**config.mk**
```make
export PLATFORM = sky130hd
export DESIGN_NAME = nl2_new_dbank_rd_data
export DESIGN_NICKNAME = d
export VERILOG_FILES = /design/src/rtl/nl2_dbank_rd_pkg.sv /design/src/rtl/nl2_cln_fifo.sv /design/src/rtl/nl2_new_dbank_rd_data.sv
export SDC_FILE = /design/constraint.sdc
export NUM_CORES = 1
export LEC_CHECK = 0
export CAP_MARGIN = 0
export CORE_ASPECT_RATIO = 0.9
export CORE_MARGIN = 5
export CORE_UTILIZATION = 53
export CTS_BUF_LIST = sky130_fd_sc_hd__clkbuf_16
export CTS_CLUSTER_DIAMETER = 50
export DETAILED_ROUTE_END_ITERATION = 8
export PLACE_DENSITY_LB_ADDON = 0.12
export SLEW_MARGIN = 20
export SYNTH_ARGS = -nofsm -noshare
export SYNTH_HDL_FRONTEND = slang
export SYNTH_SLANG_ARGS = --single-unit
```
**constraint.sdc**
```tcl
create_clock -name dbank_ctrl_clk -period 4.3 [get_ports dbank_ctrl_clk]
set_input_delay 0.86 -clock dbank_ctrl_clk [delete_from_list [all_inputs] [get_ports dbank_ctrl_clk]]
set_output_delay 0.86 -clock dbank_ctrl_clk [all_outputs]
set_load 0.05 [all_outputs]
```
**src/rtl/nl2_dbank_rd_pkg.sv**
```systemverilog
// rtl/nl2_dbank_rd_pkg.sv - shared beat type, sizing constants and select mux for the dbank read data stage
package nl2_dbank_rd_pkg;

   localparam int RD_DATA_W   = 64;
   localparam int RD_ID_W     = 1;
   localparam int RD_MAX_SRAM = 4;
   localparam int RD_DEPTH    = 4;
   localparam int RD_CREDIT_W = $clog2(RD_DEPTH + 1);

   typedef struct packed {
      logic [RD_DATA_W-1:0] data;
      logic [RD_ID_W-1:0]   id;
      logic                 last;
      logic                 excl_ok;
      logic                 tag_err;
      logic                 err;
   } rd_beat_s;

   // AND-OR mux: a bad select ORs the chosen words instead of picking a winner
   function automatic logic [RD_DATA_W-1:0] onehot_mux(
      input logic [RD_MAX_SRAM-1:0]           sel,
      input logic [RD_MAX_SRAM*RD_DATA_W-1:0] data
   );
      logic [RD_DATA_W-1:0] res;
      res = '0;
      for (int i = 0; i < RD_MAX_SRAM; i++)
         res = res | (data[i*RD_DATA_W +: RD_DATA_W] & {RD_DATA_W{sel[i]}});
      return res;
   endfunction

endpackage

```
**src/rtl/nl2_cln_fifo.sv**
```systemverilog
// rtl/nl2_cln_fifo.sv - synchronous FIFO, head shown combinationally, push and pop allowed together when full
module nl2_cln_fifo #(
   parameter int WIDTH = 8,
   parameter int DEPTH = 4
) (
   input  logic             clk,
   input  logic             rst_a,
   input  logic             push,
   input  logic [WIDTH-1:0] push_data,
   input  logic             pop,
   output logic [WIDTH-1:0] head_data,
   output logic             empty,
   output logic             full
);

   localparam int PW = $clog2(DEPTH);
   localparam int CW = $clog2(DEPTH + 1);

   logic [WIDTH-1:0] mem [DEPTH];
   logic [PW-1:0]    wr_ptr, rd_ptr;
   logic [CW-1:0]    count;
   logic             do_push, do_pop;

   assign empty   = (count == '0);
   assign full    = (count == CW'(DEPTH));
   assign do_pop  = pop && !empty;
   assign do_push = push && (!full || do_pop);

   always_ff @(posedge clk) begin
      if (rst_a) begin
         wr_ptr <= '0;
         rd_ptr <= '0;
         count  <= '0;
      end else begin
         if (do_push)
            wr_ptr <= (wr_ptr == PW'(DEPTH - 1)) ? '0 : wr_ptr + 1'b1;
         if (do_pop)
            rd_ptr <= (rd_ptr == PW'(DEPTH - 1)) ? '0 : rd_ptr + 1'b1;
         count <= count + CW'(do_push) - CW'(do_pop);
      end
   end

   always_ff @(posedge clk) begin
      if (do_push)
         mem[wr_ptr] <= push_data;
   end

   assign head_data = mem[rd_ptr];

endmodule

```
**src/rtl/nl2_new_dbank_rd_data.sv**
```systemverilog
// rtl/nl2_new_dbank_rd_data.sv - dbank read data capture, response queue and credit-based rd_stall
// Byte parity check on captured beats is built only when NL2_DBANK_RD_PARITY_EN is defined.
module nl2_new_dbank_rd_data
   import nl2_dbank_rd_pkg::*;
#(
   parameter int N_SRAM         = 4,
   parameter int BNK_DATA_WIDTH = RD_DATA_W,
   parameter int CMD_ID_SIZE    = RD_ID_W,
   parameter int DEPTH          = RD_DEPTH
) (
   input  logic                               dbank_ctrl_clk,
   input  logic                               rst_a,
   input  logic                               rd_issue,
   input  logic                               rd_valid,
   input  logic [N_SRAM-1:0]                  rd_sel,
   input  logic [N_SRAM*BNK_DATA_WIDTH-1:0]   rd_data,
   input  logic [N_SRAM*BNK_DATA_WIDTH/8-1:0] rd_par,
   input  logic                               rd_ecc_en,
   input  logic                               rd_last,
   input  logic                               rd_excl_ok,
   input  logic                               rd_tag_err,
   input  logic [CMD_ID_SIZE-1:0]             rd_id,
   output logic                               rd_stall,
   output logic                               rsp_valid,
   input  logic                               rsp_ready,
   output logic [BNK_DATA_WIDTH-1:0]          rsp_data,
   output logic [CMD_ID_SIZE-1:0]             rsp_id,
   output logic                               rsp_last,
   output logic                               rsp_excl_ok,
   output logic                               rsp_tag_err,
   output logic                               rsp_err,
`ifdef NL2_DBANK_RD_PARITY_EN
   output logic                               rd_par_err_sts,
`endif
   output logic                               rd_data_idle
);

   localparam int CNT_W = (DEPTH == RD_DEPTH) ? RD_CREDIT_W : $clog2(DEPTH + 1);

   logic [CNT_W-1:0]                 credit;
   logic                             rsp_hs, take_credit;
   logic [RD_MAX_SRAM-1:0]           sel_ext;
   logic [RD_MAX_SRAM*RD_DATA_W-1:0] data_ext;
   logic [RD_DATA_W-1:0]             cap_data;
   logic                             par_flag;
   rd_beat_s                         cap_beat, s1_beat, rsp_beat;
   logic                             s1_valid;
   logic [$bits(rd_beat_s)-1:0]      q_head;
   logic                             q_empty, q_full;

   assign rsp_hs      = rsp_valid && rsp_ready;
   assign take_credit = rd_issue && (credit != '0);
   assign rd_stall    = (credit == '0);

   // One credit per queue slot: a read is only issued once its beat has a guaranteed home
   always_ff @(posedge dbank_ctrl_clk) begin
      if (rst_a)
         credit <= CNT_W'(DEPTH);
      else if (take_credit && !rsp_hs)
         credit <= credit - 1'b1;
      else if (rsp_hs && !take_credit)
         credit <= credit + 1'b1;
   end

   always_comb begin
      sel_ext  = '0;
      data_ext = '0;
      sel_ext[N_SRAM-1:0]                 = rd_sel;
      data_ext[N_SRAM*BNK_DATA_WIDTH-1:0] = rd_data;
   end

   assign cap_data = onehot_mux(sel_ext, data_ext);

`ifdef NL2_DBANK_RD_PARITY_EN
   localparam int PB = BNK_DATA_WIDTH / 8;
   logic [PB-1:0] sel_par;

   always_comb begin
      sel_par  = '0;
      par_flag = 1'b0;
      for (int i = 0; i < N_SRAM; i++)
         if (rd_sel[i]) sel_par = sel_par | rd_par[i*PB +: PB];
      for (int b = 0; b < PB; b++)
         if ((^cap_data[b*8 +: 8]) != sel_par[b]) par_flag = rd_ecc_en;
   end

   always_ff @(posedge dbank_ctrl_clk) begin
      if (rst_a)
         rd_par_err_sts <= 1'b0;
      else if (s1_valid && s1_beat.err)
         rd_par_err_sts <= 1'b1;
   end
`else
   logic unused_par;
   assign unused_par = ^{rd_par, rd_ecc_en};
   assign par_flag   = 1'b0;
`endif

   always_comb begin
      cap_beat         = '0;
      cap_beat.data    = cap_data;
      cap_beat.id      = rd_id;
      cap_beat.last    = rd_last;
      cap_beat.excl_ok = rd_excl_ok;
      cap_beat.tag_err = rd_tag_err;
      cap_beat.err     = par_flag;
   end

   always_ff @(posedge dbank_ctrl_clk) begin
      if (rst_a) begin
         s1_valid <= 1'b0;
         s1_beat  <= '0;
      end else begin
         s1_valid <= rd_valid;
         if (rd_valid)
            s1_beat <= cap_beat;
      end
   end

   nl2_cln_fifo #(
      .WIDTH ($bits(rd_beat_s)),
      .DEPTH (DEPTH)
   ) u_rsp_q (
      .clk       (dbank_ctrl_clk),
      .rst_a     (rst_a),
      .push      (s1_valid),
      .push_data (s1_beat),
      .pop       (rsp_hs),
      .head_data (q_head),
      .empty     (q_empty),
      .full      (q_full)
   );

   // Queue storage is not reset, so an empty head is forced to zero
   assign rsp_beat     = q_empty ? '0 : rd_beat_s'(q_head);
   assign rsp_valid    = !q_empty;
   assign rsp_data     = rsp_beat.data;
   assign rsp_id       = rsp_beat.id;
   assign rsp_last     = rsp_beat.last;
   assign rsp_excl_ok  = rsp_beat.excl_ok;
   assign rsp_tag_err  = rsp_beat.tag_err;
   assign rsp_err      = rsp_beat.err;
   assign rd_data_idle = !s1_valid && q_empty && (credit == CNT_W'(DEPTH));

   a_issue_has_credit: assert property (@(posedge dbank_ctrl_clk) disable iff (rst_a)
      rd_issue |-> (credit != '0));
   a_sel_onehot: assert property (@(posedge dbank_ctrl_clk) disable iff (rst_a)
      rd_valid |-> $onehot(rd_sel));
   a_no_overflow: assert property (@(posedge dbank_ctrl_clk) disable iff (rst_a)
      s1_valid |-> (!q_full || rsp_hs));

endmodule

```
## Word level (Yosys, flattened, before mapping)

Memory sizes are Yosys's and may differ from the RTL's. A register that Yosys moved wholly into a read port is not among the register bits.
Index checks and enable logic that the tools add are counted.

- Register bits after elaboration: 79
- Memory bits (writable): 272
- Input port bits: 302
- Memories kept: 1

- Add/sub/neg operators: 6
- Equality and inequality tests: 4
- Mux-type cells: 9
- Bitwise operators: 7
- Reduce and logical (&&, ||, !) cells: 18

Memory list:

| name | words | width | read ports | clocked after Yosys merged registers in | wr ports | RTL line | text |
|---|---|---|---|---|---|---|---|
| u_rsp_q.mem | 4 | 68 | 1 | 1 | 1 | nl2_cln_fifo.sv:19 | `logic [WIDTH-1:0] mem [DEPTH];` |

Operator list:

| operator | number |
|---|---|
| bitwise AND 64 bit | 4 |
| OR 64 bit | 3 |
| 2-to-1 mux 69 bit | 1 |
| logical AND 1 bit | 8 |
| 2-to-1 mux 2 bit | 4 |
| == test 3 bit (second input constant) | 2 |
| logical NOT 3 bit | 2 |
| 2-to-1 mux 3 bit | 2 |
| logical NOT 1 bit | 5 |
| adder 2 x 1 -> 2 bit (second input constant) | 2 |
| == test 2 bit (second input constant) | 2 |
| adder 3 x 1 -> 3 bit | 1 |
| adder 3 x 1 -> 3 bit (second input constant) | 1 |
| nonzero test 3 bit | 1 |
| subtractor 3 x 1 -> 3 bit | 1 |
| subtractor 3 x 1 -> 3 bit (second input constant) | 1 |
| 2-to-1 mux 1 bit | 2 |
| nonzero test 2 bit | 1 |
| logical OR 1 bit | 1 |

## Longest topological paths before layout

Gate-level depths: netlist of the first run.

- Depth in word-level cells: 8
- Gate-level depth with buffers: 10
- Gate-level depth less buffers: 10

## Hierarchy

A second synthesis of the first run with hierarchy kept.

- Cell total of the unflattened synthesis: 895
- Area total of the unflattened synthesis: 14785.4 sq um

By module, submodules not included:

| module | instances | cells each | area an instance (sq um) |
|---|---|---|---|
| nl2_cln_fifo | 1 | 409 | 10405.0 |
| nl2_new_dbank_rd_data | 1 | 486 | 4380.5 |

## Least setup slack after synthesis of the first run

No wires, ideal clock.

- Path kind: flip-flop to output port
- Start point: register u_rsp_q.count[1]
- End point: output rd_data_idle
- Data arrival time: 2521 ps
- Path slack: 919 ps
- Cell stages (with the launch flop): 5
- Buffers on the path: 2
- Path through: dfxtp_1 > or3_1 > clkbuf_1 > clkbuf_1 > nor4_1

- Longest elaborated chain between the ends: 3

RTL lines:

| what | RTL line | text |
|---|---|---|
| from (decl) | nl2_cln_fifo.sv:21 | `logic [CW-1:0] count;` |
| from (signal assigned) | nl2_cln_fifo.sv:39 | `count <= count + CW'(do_push) - CW'(do_pop);` |
| logical NOT 3 bit | nl2_cln_fifo.sv:24 | `assign empty = (count == '0);` |
| logical AND 1 bit (2 in series) | nl2_new_dbank_rd_data.sv:143 | `assign rd_data_idle = !s1_valid && q_empty && (credit == CNT_W'(DEPTH));` |
| to (decl) | nl2_new_dbank_rd_data.sv:35 | `output logic rd_data_idle` |

Every way passes these cells.

## Worst setup path after layout of the first run

Ends and elaborated chain as after synthesis.

==> results of run 1 <==
==> Yosys cell counts <==
cell type  count  area, µm²
and2_1        72        450
o21ai_0        1       5.00
dfxtp_1       81       1620
nand2_1        2       7.51
o41a_1         1       11.3
inv_1         10       37.5
clkbuf_1      40        150
xnor2_1        2       17.5
a22oi_1      128        961
mux2i_1        5       50.1
a21oi_1        5       25.0
buf_12         3       60.1
nor4_1         1       6.26
mux2_2         1       11.3
buf_1         13       48.8
nor2_1        74        278
mux4_2        68       1530
edfxtp_1     272       8170
nor3_1         3       15.0
fa_1           2       40.0
a311oi_1      64        561
o31ai_1        1       7.51
buf_2         19       95.1
nand3_1        1       5.00
nand2b_1       3       18.8
buf_6          1       11.3
ha_1           8        100
buf_4          1       7.51
or3_1          2       12.5
nor2b_1        3       18.8
xor2_1         2       17.5
or3b_2         1       8.76
conb_1         1       3.75
==> power by group through the flow <==
stage	sequential (W)	combinational, W	clock (W)
finish	0.00406	0.00387	0.00299
global route	0.00409	0.00408	0.00321
CTS	0.00407	0.00393	0.00305
detailed placement	0.00414	0.00391	0
global placement	0.00412	0.00388	0
floorplan	0.00403	0.00258	0
==> flip-flops by register name, indices dropped and copies added, names as in the netlist, named ones only <==
signal / cells
u_rsp_q.rd_ptr: 2
credit: 3
s1_valid: 1
u_rsp_q.wr_ptr: 2
u_rsp_q.count: 3
u_rsp_q.mem: 272
s1_beat: 68
==> per-layer routing <==
layer	routed length (µm)	vias to the layer above	global-route usage	part of all wire
met1	13900	4567	0.286	0.39
met3	2390	37	0.0550	0.068
met4	462	2	0.0460	0.013
met5	13	-	0	0.00037
li1	-	4237	-	-
met2	18500	297	0.400	0.52
==> logic make-up (layout without fill, tap and decap cells) <==
logic type,count (synthesis),count (layout),synth area share
AO/OA/AOI/OAI,200,200,0.109
XOR/XNOR,4,4,0.00244
adder cells (fa/ha/maj),10,10,0.00976
buffers and inverters,87,435,0.0286
flip-flops,353,353,0.682
multiplexers,74,74,0.111
other,1,1,0.000261
AND/OR/NAND/NOR,162,162,0.0571
==> worst min-delay path, cell delays in order, from the launching register on <==
cell	delay (ns)
dfxtp_1	0.31
nand2_1	0.07
a21oi_1	0.07
==> metrics by stage <==
stage	worst slack [ns]	total power, W	hold slack (ns)
3_5_place_dp	0.972	0.00804	0.479
3_3_place_gp	0.966	0.00800	0.467
4_1_cts	0.410	0.0110	0.488
2_1_floorplan	0.919	0.00661	0.459
5_1_grt	0.329	0.0114	0.525
6_report	0.504	0.0109	0.486
==> layout make-up <==
cell class,instances,share of cell area
tap,354,0.0230
sequential,353,0.509
clock inverter,27,0.00657
inverter,10,0.00195
timing repair buffer,356,0.187
multi-input combinational,451,0.217
clock buffer,42,0.0546
==> worst max-delay path by stage <==
stage,depth (start not counted),to,slack [ns],startpoint
3_5_place_dp,4,rsp_data[37],0.97,flip-flop
3_3_place_gp,4,rsp_data[37],0.97,flip-flop
2_1_floorplan,4,rd_data_idle,0.92,u_rsp_q.count[1]
5_1_grt,4,rsp_data[43],0.33,flip-flop
6_report,3,rd_data_idle,0.50,u_rsp_q.count[1]
4_1_cts,4,rsp_data[37],0.41,flip-flop
==> impl_results.md, run 1 <==
* Multi-input logic area at 0.00417 mm²
* Syn Area/Cell at 16.1 µm²
* Number of global-route vias before repair at 9,593
* Post-DP Area at 0.0181 mm²
* Relative slew slack at 0.370
* First drt pass iteration count at 4
* CP max-delay cell: clkdlybuf4s50_1
* DIE AREA at 0.0305 mm²
* Layout Cells excl Fill at 1,593
* FP Rows at 57
* Crit path largest cell delay at 0.88 ns
* Leak at 6.52 nW
* Starting Density at 0.534
* Outcome: finished clean
* # fillers at 1,798
* Synth warn at 0
* Initial antenna violation count at 1
* Final Wtd Congestion at 0.755
* P_int at 0.00717 W
* Vias at 9,140
* Final Skew at 0.0125 ns
* R2R Setup Slk at 1.78 ns
* Most frequent cells in the layout: clkdlybuf4s50_1 (333), edfxtp_1 (272), a22oi_1 (128)
* Comb pwr share at 0.355
* Seq pwr share at 0.372
* Wirelength, routed at 35.3 mm
* Final critical-path share of the clock period at 0.883
* PortBufs at 339
* Reg2reg start: u_rsp_q.count[1]
* DR WL/cell at 22.2 µm
* Die Y at 166 µm
* Initial DRC count at 535
* Inserted Diodes at 0
* WP data required at 3.44 ns
* First-pass GRT wire length at 54.3 mm
* Max H-tree Level at 2
* Seq/Total Area, Yosys at 0.682
* Vias per cell at 5.74
* Core ar. at 0.0269 mm²
* Pwr Density at 568 mW/mm²
* Share of layout cells above drive strength 1 at 0.125
* Top Ports at 374
* Worst Setup End Kind: primary output
* Die Wd at 184 µm
* Maximum VDD drop at 0.276 mV
* Final setup viols at 0
* Netlist cell types at 33
* WP data arrival at 2.94 ns
* CP max FO at 37
* Core Util, Final at 0.715
* Tmin final at 3.80 ns
* Fmax at 0.263 GHz
* Syn Inst Count at 891
* CTS tree: built
* Fin. max-slew vios at 0
* Hold Vio Cnt, Final at 0
* HPWL after detailed placement at 22.9 mm
* Transition time at the pin with the least slew margin at 0.946 ns
* Post-Synthesis Cell Area at 0.0144 mm²
* Post-route ant nets at 0
* Worst reg-to-reg path cell count at 7
* Max-Cap Viols at 0
* Worst R2R End: credit[2]
* Post-CTS setup buffers at 0
* Final Cell Area at 0.0192 mm²
* Post-cts resize count at 0
* Inst Count DP at 1,524
* WHS Path Cells at 2
* Clock Tree Root: clkbuf_16
* Number of buffers created by CTS at 38
* Setup Crit Path Kind: flip-flop to primary output
* Worst hold path type: flip-flop to flip-flop
* Final setup TNS at 0 ns
* GRT Total Usage at 0.227
* Crit path buffers/inverters at 1
* Largest net degree at the start of global routing at 74
* CTS sink count at 353
* Hold Path Origin: u_rsp_q.rd_ptr[1]
* Clock power frac at 0.274
* Sw Ratio at 0.344
* Hold_buf cts at 0
* Drt drc at 0
* Switch Pwr at 0.00375 W
* Seq. cell area at 0.00980 mm²
* CP cell instances: or3_2 -> nor4_1 -> clkdlybuf4s50_1
* Total global routing overflow at 0
* NumNets Final at 1,522
* CP Launch Type: flip-flop
* Delay-heaviest family, CP: simple AND/OR/NAND/NOR gates
* CTS clk-pin slew, worst paths at 0.06 ns
* FF+latch count, synth at 353
* P&R area growth vs syn at 33.9%
* Bufs on Longest Clock Path at 3
* Mapped Nets at 1,203
* Most common cell after layout, fill and taps aside: clkdlybuf4s50_1
* Clock insertion delay at the later pin of the skew report at 0.51 ns
* Unrepaired setup endpoints after global routing: false
Power figures use the tool's default switching activity.
==> inputs of run 2 (changes only) <==
--- a/config.mk
+++ b/config.mk
@@ -13,6 +13,7 @@
 export CTS_CLUSTER_DIAMETER = 50
 export DETAILED_ROUTE_END_ITERATION = 8
 export PLACE_DENSITY_LB_ADDON = 0.12
+export SETUP_SLACK_MARGIN = 0.02
 export SLEW_MARGIN = 20
 export SYNTH_ARGS = -nofsm -noshare
 export SYNTH_HDL_FRONTEND = slang
==> results of run 2 <==
The final DEF is identical to that of run 1; final timing and power are the same.
==> inputs of run 3 (changes only) <==
--- a/config.mk
+++ b/config.mk
@@ -5,13 +5,12 @@
 export SDC_FILE = /design/constraint.sdc
 export NUM_CORES = 1
 export LEC_CHECK = 0
-export CAP_MARGIN = 0
 export CORE_ASPECT_RATIO = 0.9
 export CORE_MARGIN = 5
-export CORE_UTILIZATION = 53
+export CORE_UTILIZATION = 65
 export CTS_BUF_LIST = sky130_fd_sc_hd__clkbuf_16
-export CTS_CLUSTER_DIAMETER = 50
 export DETAILED_ROUTE_END_ITERATION = 8
+export DONT_BUFFER_PORTS = 1
 export PLACE_DENSITY_LB_ADDON = 0.12
 export SETUP_SLACK_MARGIN = 0.02
 export SLEW_MARGIN = 20
==> run 3 against run 2 <==
- combinational power fell by 29%
- clock-buffer cell count fell by 5
- largest cell class unchanged
- critical path type unchanged
- largest power group unchanged
- die area fell by 17%
- via count fell by 12%
- flip-flop and latch count did not move
- global-route usage rose by 1.4 points
- critical path depth did not move
- cell area fell by 19%
- clock power fell by 7.0%
- sequential share of layout area rose by 12 points
==> impl_results.md, run 3 (synthesis gave the netlist of run 1 again) <==
* Outcome: finished clean
* WP data required at 3.44 ns (about the same)
* Hold_buf cts at 0 (unchanged)
* Fmax at 0.288 GHz (+9.5%)
* Seq. cell area at 0.00980 mm² (unchanged)
* Post-route ant nets at 0 (unchanged)
* CP Launch Type: flip-flop
* WHS Path Cells at 1 (-1)
* Total global routing overflow at 0 (unchanged)
* Post-cts resize count at 0 (unchanged)
* Number of buffers created by CTS at 36 (-5.3%)
* NumNets Final at 1,169 (-23%)
* Initial antenna violation count at 0 (-1)
* DIE AREA at 0.0252 mm² (-17%)
* Clock insertion delay at the later pin of the skew report at 0.50 ns (about the same)
* CTS tree: built
* Drt drc at 0 (unchanged)
* Leak at 5.08 nW (-22%)
* R2R Setup Slk at 1.67 ns (-0.11 ns)
* DR WL/cell at 26.1 µm (+18%)
* Max H-tree Level at 2 (unchanged)
* Worst hold path type: input port to flip-flop
* CTS clk-pin slew, worst paths at 0.06 ns (about the same)
* GRT Total Usage at 0.240 (+0.0138)
* Core ar. at 0.0217 mm² (-19%)
* Bufs on Longest Clock Path at 3 (unchanged)
* Post-CTS setup buffers at 0 (unchanged)
* Hold slack at 0.437 ns (-0.0485 ns)
* Pwr Density at 621 mW/mm² (+9.4%)
* Top Ports at 374 (unchanged)
* Share of layout cells above drive strength 1 at 0.143 (+0.0176)
* Top Registers: u_rsp_q.mem: 272 flops, s1_beat: 68 flops
* Reg2reg start: credit[0]
* Relative slew slack at 0.280 (-0.0898)
* Fin. max-slew vios at 0 (unchanged)
* Final Skew at 0.0162 ns (+0.00362 ns)
* Most common cell after layout, fill and taps aside: edfxtp_1
* Die Wd at 167 µm (-9.2%)
* Hold Vio Cnt, Final at 0 (unchanged)
* CP max FO at 44 (+19%)
* Number of global-route vias before repair at 8,456 (-12%)
* Worst reg-to-reg path cell count at 8 (+1)
* Unrepaired setup endpoints after global routing: false
* Clock Tree Root: clkbuf_16
* PortBufs at 0 (-100%)
* Worst R2R End: credit[2]
* First drt pass iteration count at 5 (+1)
* Largest register by flop count: u_rsp_q.mem
* Setup Crit Path Kind: flip-flop to primary output
* Starting Density at 0.662 (+0.128)
* Vias per cell at 6.83 (+19%)
* CTS sink count at 353 (unchanged)
* Final Wtd Congestion at 0.755 (about the same)
* FP Rows at 51 (-11%)
* Most frequent cells in the layout: edfxtp_1 (272), a22oi_1 (128), dfxtp_1 (79)
* P&R area growth vs syn at 7.91%
* Wirelength, routed at 30.6 mm (-13%)
* HPWL after detailed placement at 18.4 mm (-20%)
* WP data arrival at 2.61 ns (-0.33 ns)
* Largest register FFs at 272 (unchanged)
* Worst Setup End Kind: primary output
* Die Y at 151 µm (-9.1%)
* Maximum VDD drop at 0.434 mV (+57%)
* Final critical-path share of the clock period at 0.806 (-0.0763)
* Transition time at the pin with the least slew margin at 1.08 ns (+0.135 ns)
* Final setup TNS at 0 ns (unchanged)
* Inserted Diodes at 0 (unchanged)
* Max-Cap Viols at 0 (unchanged)
* Final setup viols at 0 (unchanged)
* Hold Path Origin: rst_a
* # fillers at 1,386 (-23%)
* Power, Total at 0.00963 W (-12%)
* Initial DRC count at 563 (+5.2%)
* Vias at 8,017 (-12%)
* Tmin final at 3.47 ns (-0.328 ns)
* First-pass GRT wire length at 47.1 mm (-13%)
* Largest net degree at the start of global routing at 134 (+81%)
* Multi-input logic area at 0.00419 mm² (+0.27%)
## run 3: changes by cell type in the layout (fill, tap and decap cells not counted), sizes merged
cell           previous run  this run
clkbuf                   42        37
clkinvlp                  2         1
clkinv                   16        13
clkdlybuf4s50           333         0
bufinv                    0         1
inv                      19        22
buf                      23         5
## run 3: cell type report
type,count,area share
clock inverter,27,0.00896
multi-input combinational,451,0.270
sequential,353,0.632
clock buffer,37,0.0597
tap,291,0.0235
timing repair buffer,5,0.00323
inverter,10,0.00242
## run 3: how the worst max path moves through the flow
stage	from	to	slack, ns	cells past startpoint
floorplan	u_rsp_q.count[1]	rd_data_idle	0.92	4
global placement	u_rsp_q.count[1]	rsp_data[2]	1.31	3
detailed placement	u_rsp_q.count[1]	rsp_data[2]	1.32	3
CTS	u_rsp_q.count[1]	rsp_data[2]	0.79	3
global route	u_rsp_q.count[1]	rsp_data[0]	0.70	3
finish	u_rsp_q.count[1]	rsp_data[2]	0.83	3
## run 3: power breakdown
part / switching [W] / leakage (nW) / internal (W)
logic: 0.00205 / 1.33 / 0.000705
clock network: 0.00117 / 0.562 / 0.00161
registers: 0.000211 / 3.18 / 0.00388
## run 3: layer usage
metal  share of wire  GRT usage
met1            0.38      0.311
met2            0.51      0.409
met3           0.091     0.0632
met4           0.022     0.0716
met5               0          0
## run 3: critical path, cell delays in order (launching register included)
cell,delay (ns)
dfxtp_1,0.44
or3_2,0.72
buf_4,0.40
and2_1,0.54
## run 3: through the flow
step,utilization,area [µm²],worst slack (ns),cells
global placement,0.665,14400,1.31,1110
finish,0.714,15500,0.832,1174
CTS,0.714,15500,0.791,1174
detailed placement,0.665,14400,1.32,1110
floorplan,-,14400,0.919,891
global route,0.714,15500,0.699,1174
